**src/rtl/ctrl_pkg.sv**
```systemverilog
// Shared types and opcode/PC-select constants for the multi-cycle controller.
package ctrl_pkg;

  typedef enum logic [2:0] {ST_FETCH, ST_DECODE, ST_EXEC, ST_MEM, ST_BRANCH} state_t;
  typedef enum logic [2:0] {CL_REG, CL_IMM, CL_MEM, CL_CJ, CL_UJ, CL_ILL} class_t;

  // Class prefixes, matched against the top bits of the opcode
  localparam logic [1:0] PFX_REG = 2'b00;
  localparam logic [1:0] PFX_IMM = 2'b01;
  localparam logic [2:0] PFX_MEM = 3'b100;
  localparam logic [2:0] PFX_CJ  = 3'b101;
  localparam logic [3:0] PFX_UJ  = 4'b1100;

  localparam logic [1:0] FN_STM = 2'b00;
  localparam logic [1:0] FN_LDM = 2'b01;

  localparam logic [2:0] PC_PLUS1  = 3'b001;
  localparam logic [2:0] PC_OFFSET = 3'b010;
  localparam logic [2:0] PC_CONST  = 3'b100;

endpackage

```
**src/rtl/opcode_classifier.sv**
```systemverilog
// Combinational opcode class decode from the top five opcode bits.
module opcode_classifier
  import ctrl_pkg::*;
(
  input  logic [4:0] op_hi,
  output class_t     cls,
  output logic       is_load,
  output logic       is_store
);

  logic [3:0] pfx;
  logic [1:0] fn;

  assign pfx = op_hi[4:1];
  assign fn  = op_hi[1:0];

  always_comb begin
    cls      = CL_ILL;
    is_load  = 1'b0;
    is_store = 1'b0;
    if (pfx[3:2] == PFX_REG)      cls = CL_REG;
    else if (pfx[3:2] == PFX_IMM) cls = CL_IMM;
    else if (pfx[3:1] == PFX_MEM) begin
      // fn overlaps the low prefix bit; only two memory functions exist
      if (fn == FN_STM) begin
        cls      = CL_MEM;
        is_store = 1'b1;
      end else if (fn == FN_LDM) begin
        cls     = CL_MEM;
        is_load = 1'b1;
      end
    end
    else if (pfx[3:1] == PFX_CJ)  cls = CL_CJ;
    else if (pfx == PFX_UJ)       cls = CL_UJ;
  end

endmodule

```
**src/rtl/multicycle_controller.sv**
```systemverilog
// Multi-cycle CPU control FSM: fetch handshake, decode, exec/mem/branch sequencing.
module multicycle_controller
  import ctrl_pkg::*;
#(
  parameter int OPCODE_W    = 6,
  parameter int ALU_OP_W    = 3,
  parameter int MEM_TIMEOUT = 16
) (
  input  logic                clk,
  input  logic                rst_n,
  input  logic                instr_valid,
  input  logic [OPCODE_W-1:0] instruction,
  output logic                instr_ready,
  input  logic                cond_flag,
  input  logic                mem_ready,
  output logic [ALU_OP_W-1:0] alu_op,
  output logic                sel_alusrc_reg,
  output logic                sel_alusrc_const,
  output logic [2:0]          pc_src,
  output logic                pc_write,
  output logic                mem_read,
  output logic                mem_write,
  output logic                rf_in_alu,
  output logic                rf_in_mem,
  output logic                rf_write_en,
  output logic                busy,
  output logic                illegal,
  output logic                timeout
);

  localparam int CNT_W = (MEM_TIMEOUT < 1) ? 1 : $clog2(MEM_TIMEOUT + 1);

  state_t              state, state_nxt;
  logic [OPCODE_W-1:0] ir;
  logic [CNT_W-1:0]    wait_cnt;
  class_t              cls;
  logic                is_load, is_store;
  logic                tmo_hit;

  opcode_classifier u_cls (
    .op_hi    (ir[OPCODE_W-1 -: 5]),
    .cls      (cls),
    .is_load  (is_load),
    .is_store (is_store)
  );

  assign tmo_hit = (MEM_TIMEOUT != 0) && (wait_cnt == CNT_W'(MEM_TIMEOUT - 1));

  always_ff @(posedge clk or negedge rst_n) begin
    if (!rst_n) begin
      state    <= ST_FETCH;
      ir       <= '0;
      wait_cnt <= '0;
    end else begin
      state <= state_nxt;
      if (state == ST_FETCH && instr_valid) ir <= instruction;
      if (state == ST_MEM && !mem_ready && !tmo_hit) wait_cnt <= wait_cnt + CNT_W'(1);
      else                                           wait_cnt <= '0;
    end
  end

  always_comb begin
    state_nxt        = state;
    instr_ready      = 1'b0;
    alu_op           = '0;
    sel_alusrc_reg   = 1'b0;
    sel_alusrc_const = 1'b0;
    pc_src           = '0;
    pc_write         = 1'b0;
    mem_read         = 1'b0;
    mem_write        = 1'b0;
    rf_in_alu        = 1'b0;
    rf_in_mem        = 1'b0;
    rf_write_en      = 1'b0;
    busy             = (state != ST_FETCH);
    illegal          = 1'b0;
    timeout          = 1'b0;
    case (state)
      ST_FETCH: begin
        // Gated by rst_n so the handshake is dead while reset is held
        instr_ready = rst_n;
        if (instr_valid) state_nxt = ST_DECODE;
      end
      ST_DECODE: begin
        alu_op = ir[ALU_OP_W-1:0];
        case (cls)
          CL_REG: begin sel_alusrc_reg = 1'b1; state_nxt = ST_EXEC; end
          CL_IMM: begin sel_alusrc_const = 1'b1; state_nxt = ST_EXEC; end
          CL_MEM: begin sel_alusrc_const = 1'b1; state_nxt = ST_MEM; end
          CL_CJ, CL_UJ: state_nxt = ST_BRANCH;
          default: begin
            illegal   = 1'b1;
            pc_write  = 1'b1;
            pc_src    = PC_PLUS1;
            state_nxt = ST_FETCH;
          end
        endcase
      end
      ST_EXEC: begin
        alu_op           = ir[ALU_OP_W-1:0];
        sel_alusrc_reg   = (cls == CL_REG);
        sel_alusrc_const = (cls == CL_IMM);
        rf_in_alu        = 1'b1;
        rf_write_en      = 1'b1;
        pc_write         = 1'b1;
        pc_src           = PC_PLUS1;
        state_nxt        = ST_FETCH;
      end
      ST_MEM: begin
        alu_op           = ir[ALU_OP_W-1:0];
        sel_alusrc_const = 1'b1;
        mem_write        = is_store;
        mem_read         = is_load;
        rf_in_mem        = is_load;
        // Completion takes priority over a coincident timeout
        if (mem_ready) begin
          rf_write_en = is_load;
          pc_write    = 1'b1;
          pc_src      = PC_PLUS1;
          state_nxt   = ST_FETCH;
        end else if (tmo_hit) begin
          timeout   = 1'b1;
          pc_write  = 1'b1;
          pc_src    = PC_PLUS1;
          state_nxt = ST_FETCH;
        end
      end
      ST_BRANCH: begin
        alu_op    = ir[ALU_OP_W-1:0];
        pc_write  = 1'b1;
        rf_in_alu = 1'b1;
        if (cls == CL_UJ) pc_src = PC_CONST;
        else              pc_src = cond_flag ? PC_OFFSET : PC_PLUS1;
        state_nxt = ST_FETCH;
      end
      default: state_nxt = ST_FETCH;
    endcase
  end

endmodule

```
**config.mk**
```make
export PLATFORM = sky130hd
export DESIGN_NAME = multicycle_controller
export DESIGN_NICKNAME = d
export VERILOG_FILES = /design/src/rtl/ctrl_pkg.sv /design/src/rtl/opcode_classifier.sv /design/src/rtl/multicycle_controller.sv
export SDC_FILE = /design/constraint.sdc
export NUM_CORES = 1
export LEC_CHECK = 0
export BUFFER_PORTS_ARGS = -buffer_cell sky130_fd_sc_hd__buf_2
export CAP_MARGIN = 40
export CORE_MARGIN = 1
export CORE_UTILIZATION = 30
export CTS_CLUSTER_DIAMETER = 50
export DETAILED_ROUTE_END_ITERATION = 8
export GPL_TIMING_DRIVEN = 0
export MAX_ROUTING_LAYER = met4
export PLACE_DENSITY = 0.6
export REMOVE_ABC_BUFFERS = 1
export SETUP_SLACK_MARGIN = 0.4
export SLEW_MARGIN = 20
export SYNTH_ARGS = -nofsm -noshare
export SYNTH_HDL_FRONTEND = slang
export SYNTH_SLANG_ARGS = --single-unit
```
**constraint.sdc**
```tcl
create_clock -name clk -period 4.6 [get_ports clk]
set_clock_uncertainty 0.2 [all_clocks]
set_input_delay 0.46 -clock clk [delete_from_list [all_inputs] [get_ports clk]]
set_output_delay 0.46 -clock clk [all_outputs]
set_load 0.05 [all_outputs]
```
# Word level (Yosys, flattened, before mapping)
# Index checks and enable logic that the tools add are counted.
totals:
  reg_bits: 14
  input_bits: 11
  output_inout_bits: 18
  elab_cells: 83
op_classes:
  addsub: 1
  eq_ne: 16
  mux: 46
  reduce_logical: 17
ops:
  columns: ["op", "count"]
  rows:
  - ["$mux 3", 11]
  - ["$mux 1", 26]
  - ["$pmux 3 s3", 2]
  - ["$eq 3x2->1 const B", 4]
  - ["$eq 3x3->1 const B", 4]
  - ["$pmux 3 s4", 1]
  - ["$reduce_or 2->1", 4]
  - ["$eq 3x1->1 const B", 2]
  - ["$logic_not 3->1", 2]
  - ["$pmux 1 s3", 2]
  - ["$add 5x1->5 const B", 1]
  - ["$eq 5x4->1 const B", 1]
  - ["$mux 5", 1]
  - ["$reduce_or 5->1", 1]
  - ["$eq 2x1->1 const B", 2]
  - ["$eq 4x4->1 const B", 1]
  - ["$logic_not 2->1", 2]
  - ["$pmux 1 s2", 2]
  - ["$reduce_or 4->1", 1]
  - ["$logic_and 1x1->1", 3]
  - ["$ne 3x3->1 const B", 1]
  - ["$reduce_bool 3->1", 1]
  - ["$logic_not 1->1", 2]
  - ["$mux 2", 1]
  - ["other kinds (2)", 2]

# Logic depth before layout (Yosys ltp)
depth:
  ltp_word: 10
  depth_mapped: 6
  ltp_nobuf: 6

# Hierarchy
# Synthesis repeated with hierarchy kept, for this count alone.
hier_totals:
  cells_unflattened: 96
  area_unflattened_um2: 905.9
by_module_without_submodules:
  columns: ["module", "n_inst", "cells_per_inst", "area_per_inst_um2", "seq_area_each_um2"]
  rows:
  - ["multicycle_controller", 1, 88, 839.6, 350.3]
  - ["opcode_classifier", 1, 8, 66.3, 0.0]

# Least setup slack after synthesis
# Ideal clock, no wire load.
synth_path:
  kind: "register -> output"
  start: "register ir[4]"
  end: "output mem_write"
  arrival_time_ns: 2.084
  required_time_ns: 3.940
  path_slack_ns: 1.856
  stages_incl_launch_ff: 4
  path_buffers: 1
  path_cell_list: "dfrtp_1 buf_2 nor4b_2 nor3b_1"
synth_via:
  elab_chain_len: 5
  word_cells_on_any_way: 7
  cone_classes: "eq/ne: 2; mux: 4; reduce/logical: 1"
synth_lines:
  columns: ["item", "line", "text"]
  rows:
  - ["start: declaration", "multicycle_controller.sv:34", "logic [OPCODE_W-1:0] ir;"]
  - ["start signal: assignment", "multicycle_controller.sv:56", "if (state == ST_FETCH && instr_valid) ir <= instruction;"]
  - ["$eq 3x3->1", "opcode_classifier.sv:23", "else if (pfx[3:1] == PFX_MEM) begin"]
  - ["$mux 1", "opcode_classifier.sv:23", null]
  - ["$mux 1", "opcode_classifier.sv:22", "else if (pfx[3:2] == PFX_IMM) cls = CL_IMM;"]
  - ["$mux 1 (*)", "opcode_classifier.sv:21", "if (pfx[3:2] == PFX_REG) cls = CL_REG;"]
  - ["$mux 1 (*)", "multicycle_controller.sv:78", "case (state)"]
  - ["end: declaration", "multicycle_controller.sv:22", "output logic mem_write,"]
# Every way passes the cells marked *; elsewhere a longest branch is shown, timed or not.

# Worst setup path after layout
layout_path:
  start: "register wait_cnt[0]"
  end: "output pc_src[0]"
layout_via:
  elab_chain_len: 4
layout_lines:
  columns: ["item", "line", "text"]
  rows:
  - ["start: declaration", "multicycle_controller.sv:35", "logic [CNT_W-1:0] wait_cnt;"]
  - ["start signal: assignment", "multicycle_controller.sv:57", "if (state == ST_MEM && !mem_ready && !tmo_hit) wait_cnt <= wait_cnt + CNT_W'(1);"]
  - ["$eq 5x4->1", "multicycle_controller.sv:47", "assign tmo_hit = (MEM_TIMEOUT != 0) && (wait_cnt == CNT_W'(MEM_TIMEOUT - 1));"]
  - ["$mux 1", "multicycle_controller.sv:121", "end else if (tmo_hit) begin"]
  - ["$mux 1", "multicycle_controller.sv:116", "if (mem_ready) begin"]
  - ["$pmux 3 s4", "multicycle_controller.sv:78", null]
  - ["end: declaration", "multicycle_controller.sv:19", "output logic [2:0] pc_src,"]
# Every way passes these cells.

==> impl_metrics.py <==
metrics = {
    "clock_tree": {
        "post_cts_resized": 0,
        "insertion_delay_ps": 270,
        "post_cts_buffers": 0,
        "cts_tree": "done",
        "htreeDepth": 1,
        "numCtsBuffers": 3,
        "clock-sinks": 14,
        "root_buffer": "clkbuf_4",
        "cts.clk_slew.worst_paths_ps": 70,
        "cts.path.max_buffers": 2,
    },
    "critical_path": {
        "crit_arrival_ps": 1960,
        "worstSetupStartpointType": "flop",
        "end_kind": "output port",
        "critPathMostFrequentCell": "ha_1",
        "cp_top_family": "adder cells",
        "worstSetupPathType": "reg -> out",
        "cpPeakStageDelay_ps": 400,
        "worstPathCellList": "ha_1 > and3_1 > ha_1 > nor3b_1 > o32a_1 > o21ai_2 > buf_2",
        "rr_worst_depth": 3,
        "worst-path-stages": 7,
        "required_ps": 3940,
        "critical_path_buf_inv_count": 1,
        "cp_slowest_cell": "dfrtp_1",
        "worstPathMaxFanout": 3,
    },
    "floorplan": {
        "die_area_sq_um": 3109,
        "num_rows": 19,
        "coreArea_sq_um": 2758,
        "ios": 29,
        "die_w_um": 55.76,
        "die_h_um": 55.76,
        "start_util_pct": 31.44,
    },
    "timing": {
        "max_clock_freq_mhz": 382.2,
        "rsz0062_at_grt": "false",
        "maxSlewHeadroom_pct": 71.28,
        "whs_ps": 219.1,
        "finalSetupViolations": 0,
        "hold_viol_final": 0,
        "fin_ws_ps": 1984,
        "finalSetupTns_ps": 0,
        "drv_slew": 0,
        "min_period_over_period_pct": 56.88,
        "period_minus_slack_ps": 2616,
        "tightest_slew_ps": 427.5,
    },
    "yosys": {
        "synth_cell_types": 33,
        "synth.area.top_cells": "dfrtp_1 40%, mux2_2 7.8%, nor2_1 5.2%",
        "ys_async_sr_fraction_pct": 100.0,
        "synth_flop_cell": "dfrtp_1",
        "synth_area_sq_um": 867.1,
        "ys_seq_area_share_pct": 40.40,
        "netlist.area_leader.share_pct": 40.40,
        "syn_area_per_cell_sq_um": 9.742,
        "syn_inst": 89,
        "yosys_warnings": 0,
        "synth_edf_count": 0,
        "synth-seq-cells": 14,
        "yosysMostFrequentCell": "dfrtp_1",
        "yosysTopAreaCell": "dfrtp_1",
        "synth_common_cells": "14 x dfrtp_1, 12 x nor2_1, 7 x inv_1, 6 x mux2_2, 5 x and2_1",
    },
    "detailed_routing": {
        "drc": 0,
        "wire_per_inst_um": 11.56,
        "wirelength_um": 1676,
        "vias_per_cell": 4.855,
        "drt_pass1_iterations": 2,
        "via_count": 704,
        "dr.first_iter.drc_count": 8,
        "antenna_left": 0,
    },
    "finish": {
        "layout-drive-gt1-share_pct": 35.09,
        "final_util_pct": 37.11,
        "antenna_cells": 0,
        "syn_to_final_growth_pct": 18.04,
        "nNetsFinal": 129,
    },
    "min_path": {
        "hold_depth": 2,
        "hp-class": "in -> reg",
    },
    "global_routing": {
        "grt_overflow": 0,
        "grt_pass1_vias": 658,
        "antenna_found_initial": 0,
        "grt_max_degree": 16,
        "grt_pass1_wl_um": 2856,
        "track_usage_pct": 11.73,
    },
    "place": {
        "io_buffer_count": 28,
        "place_ws_ps": 2251,
        "post-dp-hpwl_um": 1331,
        "place.gp.congestion": 0.6960,
    },
    "run_status": {
        "status": "finished clean",
    },
    "job": {
        "cap_violations": 0,
    },
}
==> stage by stage <==
step,area (sq um),cells
global route,1023,145
detailed placement,991.0,141
floorplan,812.0,82
finish,1023,145
global placement,991.0,141
CTS,1023,145
==> path summary, 6_finish.rpt <==
| path | startpoint | slack, ps | endpoint |
|---|---|---|---|
| max in group asynchronous | rst_n | 3540 | wait_cnt[2] |
| setup / recovery | wait_cnt[0] | 1980 | pc_src[0] |
| min in group asynchronous | rst_n | 410 | ir[2] |
| hold / removal | instruction[0] | 220 | ir[0] |
| hold reg to reg | wait_cnt[0] | 260 | wait_cnt[0] |
| setup reg to reg | state[2] | 2630 | ir[3] |
==> logic make-up after synthesis <==
family / share of synthesized area (%)
DFF: 40.40
and+or+nand+nor: 25.83
adders and majority gates: 2.886
muxes: 10.10
xor gates and xnor gates: 4.041
buffers and inverters: 9.380
AOI/OAI and AO/OA: 7.360
==> placed cells by master (no fill, tap or decap), types with 2 or more instances in the layout <==
cell       n
inv_1      7
and3_1     2
nor2_1    12
nor3_1     4
nor3b_1    3
buf_2     28
ha_1       2
and2_1     5
nand3_1    3
xnor2_1    3
mux2_2     6
clkbuf_4   3
dfrtp_1   14
nand2_1    2
mux2i_1    2
==> worst reg2reg max path, stage by stage, from the launching register on <==
cell,delay [ps]
dfrtp_1,500
nor3_1,440
and2_1,350
mux2_2,370
==> metal layers <==
layer  wire (um)  vias to the layer above  GRT usage, %  share of wire (%)
met5           0                        -             -                  0
met4           0                        0         3.214                  0
met3          88                        0         2.558                5.3
met2         762                       21         17.56                 45
met1         825                      325         16.08                 49
li1            -                      358             -                  -
==> timing repair <==
action / CTS / global route
endpoints found under the hold margin: 14 / 0
hold buffers: 1 / 0
setup endpoints to repair: 0 / 0
==> final cells by class <==
cell class,count,area [sq um]
Fill cell,289,1734
Multi-Input combinational cell,61,435.4
Sequential cell,14,350.3
Timing Repair Buffer,29,150.1
Tap cell,31,38.79
Inverter,7,26.28
Clock buffer,3,22.52
==> sequential cells by signal (all words and copies together), names as in the netlist <==
name	count
state	3
ir	6
wait_cnt	5
Power is left out: the tool's default activity adds up to more than one toggle a clock period on the data nets, which glitch-free logic cannot reach.
